[src/rtl/regfile_access_arbiter.sv]
// regfile_access_arbiter: round-robin sharing of a 1W/1R register-file storage between two requesters; REGARB_BOUNDS_CHK_EN adds index bounds checking and pN_rsp_err
module regfile_access_arbiter #(
    parameter int NUM_REGS    = 32,
    parameter int DATA_W      = 32,
    parameter int RD_ADDR_OFS = 6
) (
    input  logic              clk,
    input  logic              rst,
    input  logic              p0_req,
    input  logic              p0_we,
    input  logic [6:0]        p0_idx,
    input  logic [DATA_W-1:0] p0_wdata,
    output logic              p0_ack,
    output logic              p0_rsp_valid,
    output logic [DATA_W-1:0] p0_rsp_data,
    input  logic              p1_req,
    input  logic              p1_we,
    input  logic [6:0]        p1_idx,
    input  logic [DATA_W-1:0] p1_wdata,
    output logic              p1_ack,
    output logic              p1_rsp_valid,
    output logic [DATA_W-1:0] p1_rsp_data,
`ifdef REGARB_BOUNDS_CHK_EN
    output logic              p0_rsp_err,
    output logic              p1_rsp_err,
`endif
    output logic              mem_wr_en,
    output logic [6:0]        mem_wr_addr,
    output logic [DATA_W-1:0] mem_wr_data,
    output logic [6:0]        mem_rd_addr,
    input  logic [DATA_W-1:0] mem_rd_data,
    output logic              busy
);
`ifdef REGARB_BOUNDS_CHK_EN
    localparam bit CHK_EN = 1'b1;
`else
    localparam bit CHK_EN = 1'b0;
`endif
    typedef enum logic [1:0] {IDLE, ACCESS, RESP} state_t;
    state_t state_q, state_d;
    logic grant_q, grant_d, last_grant_q, last_grant_d, we_q, we_d;
    logic [6:0] idx_q, idx_d, rd_addr_q, rd_addr_d;
    logic [DATA_W-1:0] wdata_q, wdata_d, rdata_q, rdata_d;
    logic pick, oob, rd_ok;
    assign mem_wr_addr = idx_q;
    assign mem_wr_data = wdata_q;
    assign mem_rd_addr = rd_addr_d;
    // next-state, arbitration and storage/response strobes; rst silences all strobes
    always_comb begin
        state_d      = state_q;
        grant_d      = grant_q;
        last_grant_d = last_grant_q;
        we_d         = we_q;
        idx_d        = idx_q;
        wdata_d      = wdata_q;
        rd_addr_d    = rd_addr_q;
        rdata_d      = rdata_q;
        p0_ack       = 1'b0;
        p1_ack       = 1'b0;
        p0_rsp_valid = 1'b0;
        p1_rsp_valid = 1'b0;
        p0_rsp_data  = '0;
        p1_rsp_data  = '0;
        mem_wr_en    = 1'b0;
`ifdef REGARB_BOUNDS_CHK_EN
        p0_rsp_err   = 1'b0;
        p1_rsp_err   = 1'b0;
`endif
        pick  = (p0_req && p1_req) ? !last_grant_q : p1_req;
        oob   = CHK_EN && (int'({25'd0, idx_q}) >= NUM_REGS);
        rd_ok = !we_q && !oob;
        case (state_q)
            IDLE: if (p0_req || p1_req) begin
                p0_ack       = !pick;
                p1_ack       = pick;
                grant_d      = pick;
                last_grant_d = pick;
                we_d         = pick ? p1_we : p0_we;
                idx_d        = pick ? p1_idx : p0_idx;
                wdata_d      = pick ? p1_wdata : p0_wdata;
                state_d      = ACCESS;
            end
            ACCESS: begin
                mem_wr_en = we_q && !oob;
                rd_addr_d = rd_ok ? idx_q + 7'(RD_ADDR_OFS) : rd_addr_q;
                rdata_d   = rd_ok ? mem_rd_data : '0;
                state_d   = RESP;
            end
            RESP: begin
                p0_rsp_valid = !grant_q;
                p1_rsp_valid = grant_q;
                p0_rsp_data  = grant_q ? '0 : rdata_q;
                p1_rsp_data  = grant_q ? rdata_q : '0;
`ifdef REGARB_BOUNDS_CHK_EN
                p0_rsp_err   = !grant_q && oob;
                p1_rsp_err   = grant_q && oob;
`endif
                state_d      = IDLE;
            end
            default: state_d = IDLE;
        endcase
        busy = !rst && (state_q != IDLE);
        if (rst) begin
            p0_ack       = 1'b0;
            p1_ack       = 1'b0;
            p0_rsp_valid = 1'b0;
            p1_rsp_valid = 1'b0;
            p0_rsp_data  = '0;
            p1_rsp_data  = '0;
            mem_wr_en    = 1'b0;
`ifdef REGARB_BOUNDS_CHK_EN
            p0_rsp_err   = 1'b0;
            p1_rsp_err   = 1'b0;
`endif
        end
    end
    // state and registered request fields; port 0 wins the first tie after reset
    always_ff @(posedge clk) begin
        if (rst) begin
            state_q      <= IDLE;
            grant_q      <= 1'b0;
            last_grant_q <= 1'b1;
            we_q         <= 1'b0;
            idx_q        <= '0;
            wdata_q      <= '0;
            rd_addr_q    <= '0;
            rdata_q      <= '0;
        end else begin
            state_q      <= state_d;
            grant_q      <= grant_d;
            last_grant_q <= last_grant_d;
            we_q         <= we_d;
            idx_q        <= idx_d;
            wdata_q      <= wdata_d;
            rd_addr_q    <= rd_addr_d;
            rdata_q      <= rdata_d;
        end
    end
endmodule

[config.mk]
export PLATFORM = sky130hd
export DESIGN_NAME = regfile_access_arbiter
export DESIGN_NICKNAME = d
export VERILOG_FILES = /design/src/rtl/regfile_access_arbiter.sv
export SDC_FILE = /design/constraint.sdc
export NUM_CORES = 1
export LEC_CHECK = 0
export ABC_CLOCK_PERIOD_IN_PS = 1800
export CAP_MARGIN = 10
export CORE_AREA = 2 2 104 106
export CTS_CLUSTER_SIZE = 30
export DETAILED_ROUTE_END_ITERATION = 8
export DIE_AREA = 0 0 106 108
export GPL_ROUTABILITY_DRIVEN = 0
export PLACE_DENSITY = 0.81
export SLEW_MARGIN = 20
export SYNTH_ARGS = -nofsm -noshare
export SYNTH_HDL_FRONTEND = slang
export SYNTH_SLANG_ARGS = --single-unit
[constraint.sdc]
create_clock -name clk -period 1.8 [get_ports clk]
set_clock_uncertainty 0.1 [all_clocks]
set_input_delay 0.36 -clock clk [delete_from_list [all_inputs] [get_ports clk]]
set_output_delay 0.36 -clock clk [all_outputs]
set_load 0.005 [all_outputs]
# --- Word level (Yosys, flattened, before mapping) ---
# Cells that the tools add are included.
totals:
  reg_bits: 83
  input_bits: 116
  output_inout_bits: 116
  wordCells: 49
classes:
  add_sub_neg: 1
  n_eq_ne: 3
  mux: 27
  reduce_logical: 10
ops:
  columns: ["cell", "count"]
  rows:
  - ["$mux 32", 8]
  - ["$mux 7", 3]
  - ["$mux 1", 14]
  - ["$add 7x3->7 const B", 1]
  - ["$logic_not 1->1", 4]
  - ["$pmux 2 s2", 1]
  - ["$eq 2x1->1 const B", 1]
  - ["$eq 2x2->1 const B", 1]
  - ["$logic_and 1x1->1", 2]
  - ["$logic_not 2->1", 1]
  - ["$mux 2", 1]
  - ["$ne 2x2->1 const B", 1]
  - ["$reduce_and 2->1", 1]
  - ["$reduce_bool 2->1", 1]
  - ["$logic_or 1x1->1", 1]

# --- Logic depth before layout (Yosys ltp) ---
# Gate-level depths: netlist (run 1).
logic_depth:
  depth_word: 6
  depth_mapped: 6
  mapped_depth_nobuf: 5

# --- Worst setup path after synthesis (run 1) ---
# OpenSTA, ideal clock, no wires.
synth_timing:
  path_type: "in2out"
  start: "input port rst"
  end: "output port p0_rsp_data[22]"
  arrival_time_ns: 1.270
  required_ns: 1.340
  setup_slack_ns: 0.070
  path_stages: 4
  n_path_buf: 2
  cell_sequence: "clkbuf_1 > nor4b_2 > clkbuf_1 > and2_1"
synth_via:
  elab_chain_len: 1
synth_rtl:
  columns: ["element", "line", "source"]
  rows:
  - ["start, declared", "8", "input logic rst,"]
  - ["$mux 32", "103", "if (rst) begin"]
  - ["end, declared", "15", "output logic [DATA_W-1:0] p0_rsp_data,"]
# No other way between the ends.

# --- Worst setup path after layout (run 1) ---
layout_timing:
  start: "register state_q[0]"
  end: "output port p0_rsp_data[19]"
layout_via:
  elab_chain_len: 3
layout_rtl:
  columns: ["element", "line", "source"]
  rows:
  - ["start, declared", "40", "state_t state_q, state_d;"]
  - ["start signal, assigned", "129", "state_q <= state_d;"]
  - ["$eq 2x2->1", "72", "case (state_q)"]
  - ["$mux 32", "72", null]
  - ["$mux 32", "103", null]
# No other way between the ends.

==> results of run 1 <==
final timing paths:
| check | endpoint | slack [ns] | cells past startpoint |
|---|---|---|---|
| max | p0_rsp_data[19] | -0.40 | 7 |
| min | mem_wr_data[30]$_SDFFE_PP0P_ | 0.37 | 3 |
| max reg2reg | last_grant_q$_SDFFE_PP1P_ | 0.07 | 8 |
| min reg2reg | mem_wr_data[28]$_SDFFE_PP0P_ | 0.41 | 2 |
placed cells by master (no fill, tap or decap), drive strengths merged, types with 3 or more instances in the layout:
| cell type | Yosys | layout |
|---|---|---|
| buf | 21 | 157 |
| clkdlybuf4s50 | 0 | 146 |
| dfxtp | 83 | 83 |
| and2 | 65 | 65 |
| nand2 | 55 | 55 |
| nor2 | 44 | 44 |
| a22oi | 32 | 32 |
| a21oi | 31 | 31 |
| a311oi | 25 | 25 |
| o21ai | 17 | 17 |
| nand3 | 16 | 16 |
| nand4 | 15 | 15 |
| a31oi | 15 | 15 |
| clkbuf | 29 | 12 |
| dlymetal6s2s | 0 | 5 |
| inv | 2 | 5 |
| a211oi | 4 | 4 |
| xor2 | 3 | 3 |
what timing repair did:
action | 4_1_cts | 5_1_grt
hold buffers | 0 | 0
resized for setup | 435 | 77
pin swaps | 43 | 11
setup endpoints to repair | 104 | 98
buffers inserted | 26 | 10
cloned | 7 | 2
power by group:
part           total, mW  internal (mW)  switching, mW
clock               1.52          0.795          0.722
sequential          2.12           2.00          0.118
combinational       1.48          0.848          0.634
sequential cells by signal, summed over array words and instances (netlist names):
| register | flops |
|---|---|
| grant_q | 1 |
| last_grant_q | 1 |
| mem_wr_addr | 7 |
| mem_wr_data | 32 |
| rd_addr_q | 7 |
| rdata_q | 32 |
| state_q | 2 |
| we_q | 1 |
worst min-delay path, cell delays in order:
cell,delay [ns]
buf_2,0.15
buf_4,0.21
a31oi_1,0.05
cells by family (layout without fill, tap and decap cells):
logic type	count (synthesis)	after routing
AO/OA/AOI/OAI	128	128
XOR/XNOR	4	4
adder cells (fa/ha/maj)	1	1
buffers and inverters	52	331
flip-flops	83	83
multiplexers	2	2
AND/OR/NAND/NOR	206	206
layer usage:
| layer | GRT usage | vias up | part of all wire |
|---|---|---|---|
| li1 | - | 2238 | - |
| met2 | 0.4977 | 304 | 0.52 |
| met3 | 0.07414 | 47 | 0.089 |
| met4 | 0.1118 | 0 | 0.033 |
| met5 | 0 | - | 0 |
| met1 | 0.2872 | 2302 | 0.36 |
per-stage QoR:
| stage | power, mW | cells |
|---|---|---|
| after detailed placement | 3.396 | 837 |
| final | 5.117 | 891 |
| after floorplan | 2.630 | 476 |
| after global placement | 3.355 | 837 |
| after CTS | 5.024 | 885 |
| after global routing | 5.333 | 891 |
area by class of cell:
| type | instances | area (µm²) | share of cell area |
|---|---|---|---|
| multi-input cells | 341 | 2283 | 0.3007 |
| clock buffers | 9 | 123.9 | 0.01631 |
| clock inverters | 7 | 98.84 | 0.01301 |
| repair buffers | 313 | 3231 | 0.4254 |
| inverters | 2 | 7.507 | 0.0009885 |
| well taps | 136 | 170.2 | 0.02241 |
| flip-flops and latches | 83 | 1680 | 0.2213 |
==> results.yml, run 1 <==
critical_path:
  critPathCaptureType: "output port"
  crit_chain: "buf_6 > nor4b_4 > buf_4 > buf_6 > buf_8 > and2_4 > buf_6"
  crit_start: "state_q[0]$_SDFFE_PP0P_"
  slowest_delay_ns: 0.35
  path_class: "reg -> out"
  timing.rr.start: "state_q[0]$_SDFFE_PP0P_"
  critical_path_arrival_ns: 1.74
  critPathLaunchType: "flop"
  crit_top_cell: "buf_6"
  crit_fanout: 8
  critPathBufInv: 5
  cpMaxStageDelayCell: "dfxtp_4"
  crit_family: "buffers and inverters"
  required_ns: 1.34
grt:
  overflow: 0
  grt_pass1_wl_um: 24290
  grt_pass1_vias: 4724
  antenna_found_initial: 0
  grt_max_degree: 42
  grt_use_total: 0.2683
synth:
  synth-simple-area-share: 0.2707
  ys.flop_type: "dfxtp_1"
  synth_compound_area_frac: 0.2234
  synthesis.area_um2: 3864
  synth_top_family_by_area: "simple AND/OR/NAND/NOR gates"
  postSynthAreaPerCell_um2: 8.117
  synth_adder_area_share: 0.003238
  synthMuxAreaShare: 0.005829
  seq_area_frac_synth: 0.4301
  syn_inst: 476
  synthTopCellsByCount: "83 x dfxtp_1, 65 x and2_1, 55 x nand2_1, 42 x nor2_1, 32 x a22oi_1"
  syn_nets: 593
  ys_seq_elements: 83
  yosys.area.top_type_share: 0.4301
  synth-edff-count: 0
  synth_xor_area_frac: 0.009067
  synth_top_area_cell: "dfxtp_1"
  yosys_warnings: 0
  synth.distinct_cells: 36
  synth_area_leaders: "dfxtp_1 43%, and2_1 11%, a22oi_1 6.2%"
  yosysMostFrequentCell: "dfxtp_1"
  async_flop_share: 0
clock_network:
  clkLatencyLatePin_ns: 0.35
  cts_max_path_buffers: 2
  cts_tree: "done"
  cts.clk_slew.worst_paths_ns: 0.10
  cts_buffers: 9
  clock_tree.root_cell: "clkbuf_8"
  cts_sinks: 83
  cts.htree.levels: 3
routing:
  routed_via_density: 5.489
  drtIter0Drc: 300
  post_drt_wl_per_cell_um: 18.69
  drc: 0
  ant_nets: 0
  vias: 4891
  wl_um: 16650
  dr.pass1.iters: 5
timing:
  slew_headroom: 0.7636
  worst_slew_pin_slew_ns: 0.3546
  grt_setup_unrepaired: "yes"
  setup_tns_ns: -24.42
  period_share: 1.223
  fmax_ghz: 0.4541
  finalSetupViolations: 76
  fin_crit_ns: 2.202
  setup_slack_ns: -0.4020
  holdWs_ns: 0.3682
  hold_violations: 0
  drv_slew: 0
pwr:
  power.leakage_nw: 3.190
  ir_drop_mv: 0.3761
  power_density_nw_per_um2: 673.8
placed_design:
  port_buffers: 231
  place_ws_ns: -0.4469
  dp_hpwl_um: 10090
  placed_area_um2: 6548
run:
  maxCapViolCount: 0
layout:
  fin_nets: 867
  final_area_um2: 7595
  fill_cells: 719
  areaGrowthSynthToFinish_pct: 96.57
  drive_above_1_share: 0.3669
  post-route-util: 0.7423
  num_antenna_cells: 0
run_status:
  violations: "setup timing"
  outcome: "complete, but fails checks"
die:
  initial_core_util: 0.3776
  fp-row-count: 37
  die-width_um: 106
  die_h_um: 108
  dieArea_um2: 11450
  ios: 232
  core_um2: 10230
min_path:
  hold_start: "rst"
  hp-class: "in -> reg"
(Power assumes the default switching activity.)
==> run 2, diff against run 1 <==
--- a/config.mk
+++ b/config.mk
@@ -6,11 +6,11 @@
 export NUM_CORES = 1
 export LEC_CHECK = 0
 export ABC_CLOCK_PERIOD_IN_PS = 1800
-export CAP_MARGIN = 10
-export CORE_AREA = 2 2 104 106
+export CAP_MARGIN = 0
+export CORE_AREA = 4 4 106 108
 export CTS_CLUSTER_SIZE = 30
 export DETAILED_ROUTE_END_ITERATION = 8
-export DIE_AREA = 0 0 106 108
+export DIE_AREA = 0 0 110 112
 export GPL_ROUTABILITY_DRIVEN = 0
 export PLACE_DENSITY = 0.81
 export SLEW_MARGIN = 20
==> results.yml, run 2 (synthesized netlist as in run 1, its figures left out) <==
critical_path:
  crit_family: "buffers and inverters"
  crit_fanout: 3
  critPathBufInv: 6
  path_class: "reg -> out"
  crit_chain: "buf_6 > nor4b_4 > buf_4 > clkbuf_16 > buf_6 > buf_6 > and2_4 > buf_6"
  required_ns: 1.34
  slowest_delay_ns: 0.36
  critical_path_arrival_ns: 1.78
  critPathCaptureType: "output port"
  crit_top_cell: "buf_6"
  rrSetupSlack_ns: 0.01
  critPathLaunchType: "flop"
  cpMaxStageDelayCell: "dfxtp_4"
pwr:
  internal_power_mw: 3.382
  power_mw: 4.889
  power_density_nw_per_um2: 660.9
  switchingPower_mw: 1.507
  pwr-share-clk: 0.270
  p_seq_frac: 0.433
  swShare: 0.3082
  power_frac_comb: 0.298
  power.leakage_nw: 3.074
  ir_drop_mv: 0.5322
timing:
  setup_slack_ns: -0.4363
  holdWs_ns: 0.3850
  fin_crit_ns: 2.236
  finalSetupViolations: 77
  worst_slew_pin_slew_ns: 0.4518
  grt_setup_unrepaired: "yes"
  drv_slew: 0
  period_share: 1.242
  fmax_ghz: 0.4472
  slew_headroom: 0.6988
  hold_violations: 0
routing:
  wl_um: 16580
  ant_nets: 0
  drc: 0
  vias: 4752
  post_drt_wl_per_cell_um: 18.57
  drtIter0Drc: 287
  dr.pass1.iters: 5
  routed_via_density: 5.321
die:
  dieArea_um2: 12320
  core_um2: 10230
  initial_core_util: 0.3776
  fp-row-count: 37
  ios: 232
  die-width_um: 110
  die_h_um: 112
clock_network:
  cts.htree.levels: 3
  cts_max_path_buffers: 2
  clock_tree.root_cell: "clkbuf_8"
  postCtsHoldBufs: 0
  cts_sinks: 83
  cts.clk_slew.worst_paths_ns: 0.11
  cts_buffers: 9
  clkLatencyLatePin_ns: 0.36
  cts_tree: "done"
grt:
  antenna_found_initial: 0
  grt_max_degree: 42
  grt_pass1_vias: 4600
  overflow: 0
  grt_pass1_wl_um: 23520
  grt_use_total: 0.2418
run_status:
  outcome: "complete, but fails checks"
  violations: "setup timing"
layout:
  areaGrowthSynthToFinish_pct: 91.48
  num_antenna_cells: 0
  final_area_um2: 7398
  final_common_cell: "clkdlybuf4s50_1"
  fin_nets: 869
  layout_common_cells: "148 x clkdlybuf4s50_1, 75 x dfxtp_1, 62 x buf_6, 50 x nand2_1, 46 x buf_4"
  drive_above_1_share: 0.3355
min_path:
  hp-class: "reg -> reg"
placed_design:
  placed_area_um2: 6540
  dp_hpwl_um: 10570
  port_buffers: 231
run:
  maxCapViolCount: 0
-- run 2: repair_timing --
item / CTS / global route
buffers inserted: 25 / 12
resized for setup: 381 / 72
cloned: 6 / 3
endpoints found under the setup margin: 82 / 101
endpoints found under the hold margin: 0 / 0
pin swaps: 25 / 18
-- run 2: tightest hold or removal path, delay by kind of cell (launching register included) --
| kind | cells | cell delay [ns] |
|---|---|---|
| flip-flops | 1 | 0.33 |
| AO/OA/AOI/OAI | 1 | 0.06 |
| AND/OR/NAND/NOR | 1 | 0.06 |
-- run 2: path summary, 6_finish.rpt --
kind | from | cells after the start | to
worst max-delay path | state_q[0]$_SDFFE_PP0P_ | 8 | p0_rsp_data[7]
worst min-delay path | rd_addr_q[1]$_SDFF_PP0_ | 2 | rd_addr_q[1]$_SDFF_PP0_
worst max register to register | state_q[1]$_SDFFE_PP0P_ | 8 | last_grant_q$_SDFFE_PP1P_
worst min register to register | rd_addr_q[1]$_SDFF_PP0_ | 2 | rd_addr_q[1]$_SDFF_PP0_
-- run 2: power by group through the flow --
stage          Combinational (mW)  Sequential (mW)  Clock [mW]
6_report                     1.46             2.12        1.32
3_3_place_gp                 1.23             2.13           0
2_1_floorplan               0.502             2.13           0
5_1_grt                      1.57             2.13        1.44
4_1_cts                      1.34             2.11        1.35
3_5_place_dp                 1.26             2.14           0
-- run 2: layout make-up --
type / count / area, µm²
Sequential cell: 83 / 1677
Tap cell: 136 / 170.2
Timing Repair Buffer: 315 / 3142
Clock inverter: 7 / 67.56
Multi-Input combinational cell: 341 / 2211
Fill cell: 773 / 2833
Clock buffer: 9 / 123.9
Inverter: 2 / 7.507
-- run 2: metrics by stage --
stage	setup TNS (ns)	worst slack, ns	std cells	utilization
CTS	-26.87	-0.4789	883	0.6874
finish	-25.27	-0.4363	893	0.7231
floorplan	0	0.07049	476	-
global route	-31.67	-0.5369	893	0.7231
global placement	-25.51	-0.4275	836	0.6392
detailed placement	-30.54	-0.4441	836	0.6392
-- run 2: routing by layer --
metal  wire [µm]  track usage  vias to the layer above
met5           0            0                        -
met4         418      0.08562                        0
met3        1728      0.08116                       29
met2        8473       0.4462                      234
met1        5959       0.2481                     2248
li1            -            -                     2241
==> run 3, diff against run 2 <==
--- a/config.mk
+++ b/config.mk
@@ -5,14 +5,15 @@
 export SDC_FILE = /design/constraint.sdc
 export NUM_CORES = 1
 export LEC_CHECK = 0
+export ABC_AREA = 1
 export ABC_CLOCK_PERIOD_IN_PS = 1800
 export CAP_MARGIN = 0
-export CORE_AREA = 4 4 106 108
+export CORE_AREA = 4 4 107 109
 export CTS_CLUSTER_SIZE = 30
 export DETAILED_ROUTE_END_ITERATION = 8
-export DIE_AREA = 0 0 110 112
+export DIE_AREA = 0 0 111 113
 export GPL_ROUTABILITY_DRIVEN = 0
-export PLACE_DENSITY = 0.81
+export PLACE_DENSITY_LB_ADDON = 0.3
 export SLEW_MARGIN = 20
 export SYNTH_ARGS = -nofsm -noshare
 export SYNTH_HDL_FRONTEND = slang
==> results.yml, run 3 <==
grt:
  grt_pass1_wl_um: 22290
  grt_pass1_vias: 4669
  antenna_found_initial: 0
  overflow: 0
  grt_max_degree: 48
  grt_use_total: 0.2177
synth:
  ys_seq_elements: 83
  synth_top_family_by_area: "simple AND/OR/NAND/NOR gates"
  synth-simple-area-share: 0.3177
  yosys.area.top_type_share: 0.4284
  synthTopCellsByCount: "201 x nand2_1, 99 x nor2_1, 83 x dfxtp_1, 76 x a21oi_1, 56 x inv_1"
  synthesis.area_um2: 3879
  synth_adder_area_share: 0.003226
  synth_top_area_cell: "dfxtp_1"
  synth_area_leaders: "dfxtp_1 43%, nand2_1 19%, a21oi_1 9.8%"
  seq_area_frac_synth: 0.4284
  async_flop_share: 0
  yosysMostFrequentCell: "nand2_1"
  synth.distinct_cells: 24
  synthMuxAreaShare: 0
  synth_xor_area_frac: 0.002258
  ys.flop_type: "dfxtp_1"
  syn_nets: 729
  yosys_warnings: 0
  synth-edff-count: 0
  synth_compound_area_frac: 0.1429
  syn_inst: 612
  postSynthAreaPerCell_um2: 6.338
layout:
  fin_nets: 989
  layout_common_cells: "197 x nand2_1, 147 x clkdlybuf4s50_1, 75 x dfxtp_1, 74 x a21oi_1, 68 x buf_2"
  final_common_cell: "nand2_1"
  drive_above_1_share: 0.2705
  areaGrowthSynthToFinish_pct: 85.35
  num_antenna_cells: 0
routing:
  dr.pass1.iters: 4
  ant_nets: 0
  drc: 0
  drtIter0Drc: 215
  routed_via_density: 4.800
  vias: 4877
  post_drt_wl_per_cell_um: 14.75
  wl_um: 14990
timing:
  hold_violations: 0
  period_share: 1.194
  slew_headroom: 0.6787
  worst_slew_pin_slew_ns: 0.4820
  fmax_ghz: 0.4653
  grt_setup_unrepaired: "yes"
  fin_crit_ns: 2.149
  finalSetupViolations: 73
  setup_slack_ns: -0.3492
  setup_tns_ns: -13.95
  holdWs_ns: 0.3641
  drv_slew: 0
clock_network:
  cts.htree.levels: 3
  cts_max_path_buffers: 2
  cts_buffers: 9
  cts_sinks: 83
  postCtsHoldBufs: 0
  clock_tree.root_cell: "clkbuf_8"
  cts_tree: "done"
  clkLatencyLatePin_ns: 0.34
  cts.clk_slew.worst_paths_ns: 0.07
critical_path:
  cpMaxStageDelayCell: "dfxtp_2"
  r2r_cells: 10
  critPathLaunchType: "flop"
  crit_chain: "inv_4 > nor2_4 > buf_6 > nand3_4 > buf_6 > buf_12 > buf_12 > nor2_4 > buf_2"
  cp_num_cells: 9
  rrSetupSlack_ns: 0.09
  critical_path_arrival_ns: 1.69
  path_class: "reg -> out"
  slowest_delay_ns: 0.35
  critPathCaptureType: "output port"
  rr_endpoint: "mem_wr_data[8]$_SDFFE_PP0P_"
  crit_family: "buffers and inverters"
  required_ns: 1.34
  timing.rr.start: "state_q[1]$_SDFFE_PP0P_"
  crit_fanout: 4
  critPathBufInv: 6
pwr:
  ir_drop_mv: 0.3971
  power.leakage_nw: 3.052
  power_density_nw_per_um2: 654.9
die:
  core_um2: 10600
  initial_core_util: 0.3658
  dieArea_um2: 12540
  fp-row-count: 38
  ios: 232
  die-width_um: 111
  die_h_um: 113
min_path:
  hold_start: "mem_wr_data[26]$_SDFFE_PP0P_"
  hold_depth: 2
  hold_end: "mem_wr_data[26]$_SDFFE_PP0P_"
  hp-class: "reg -> reg"
run:
  maxCapViolCount: 0
placed_design:
  port_buffers: 231
  dp_hpwl_um: 10060
run_status:
  outcome: "complete, but fails checks"
  violations: "setup timing"
## run 3: changes by cell type after synthesis, sizes merged, moves of 25 or more
| cell | change |
|---|---|
| a311oi | -25 |
| nand2 | +146 |
| inv | +57 |
| and2 | -64 |
| a21oi | +45 |
| nor2 | +56 |
| a22oi | -32 |
## run 3: what timing repair did
item                                    4_1_cts  5_1_grt
cloned                                        4        4
buffers inserted                             13        8
pin swaps                                     5        9
gates resized for setup                     295      176
endpoints found under the setup margin       82      110
## run 3: per-layer routing
| layer | vias to the layer above | routed length, µm | global-route usage |
|---|---|---|---|
| met1 | 2232 | 5877 | 0.2348 |
| li1 | 2410 | - | - |
| met4 | 0 | 399 | 0.08785 |
| met5 | - | 0 | 0 |
| met3 | 32 | 1248 | 0.06952 |
| met2 | 203 | 7464 | 0.3952 |
## run 3: worst max path at each step
stage / slack [ns] / startpoint / endpoint
2_1_floorplan: 0.22 / rst / p0_rsp_data[22]
3_3_place_gp: -0.39 / p0_req / p0_ack
3_5_place_dp: -0.42 / p1_req / p1_ack
4_1_cts: -0.41 / state_q[1]$_SDFFE_PP0P_ / p0_rsp_data[1]
5_1_grt: -0.44 / state_q[1]$_SDFFE_PP0P_ / p0_rsp_data[6]
6_report: -0.35 / state_q[1]$_SDFFE_PP0P_ / p0_rsp_data[6]
## run 3: per-stage QoR
stage          worst slack (ns)  cells  instance area [µm²]  total power, mW  utilization
2_1_floorplan            0.2221    612                 3879            2.658            -
6_report                -0.3492   1016                 7189            4.709       0.6781
3_5_place_dp            -0.4207    976                 6459            3.385       0.6092
5_1_grt                 -0.4355   1016                 7189            5.000       0.6781
4_1_cts                 -0.4111   1008                 6874            4.671       0.6483
3_3_place_gp            -0.3942    976                 6459            3.353       0.6092
## run 3: where the power goes
group | internal (mW) | switching (mW) | leakage [nW] | total, mW
Clock | 0.604 | 0.618 | 0.0953 | 1.22
Sequential | 2.00 | 0.0874 | 0.686 | 2.09
Combinational | 0.736 | 0.663 | 2.27 | 1.40
## run 3: cells by family (layout without fill, tap and decap cells)
family / count (synthesis) / after routing
compound gates: 108 / 108
xor+xnor: 1 / 1
fa+ha+maj: 1 / 1
buf+inv: 99 / 363
flops: 83 / 83
simple gates: 320 / 320
## run 3: tightest hold or removal path: stages (launching register included)
cell,delay [ns]
dfxtp_1,0.31
nand2_1,0.06
a21oi_1,0.05
## run 3: area by class of cell
cell class	count	area [µm²]
Multi-Input combinational cell	430	2273
Inverter	59	236.5
Sequential cell	83	1677
Fill cell	885	3413
Tap cell	140	175.2
Timing Repair Buffer	289	2649
Clock buffer	13	168.9
Clock inverter	2	10.01
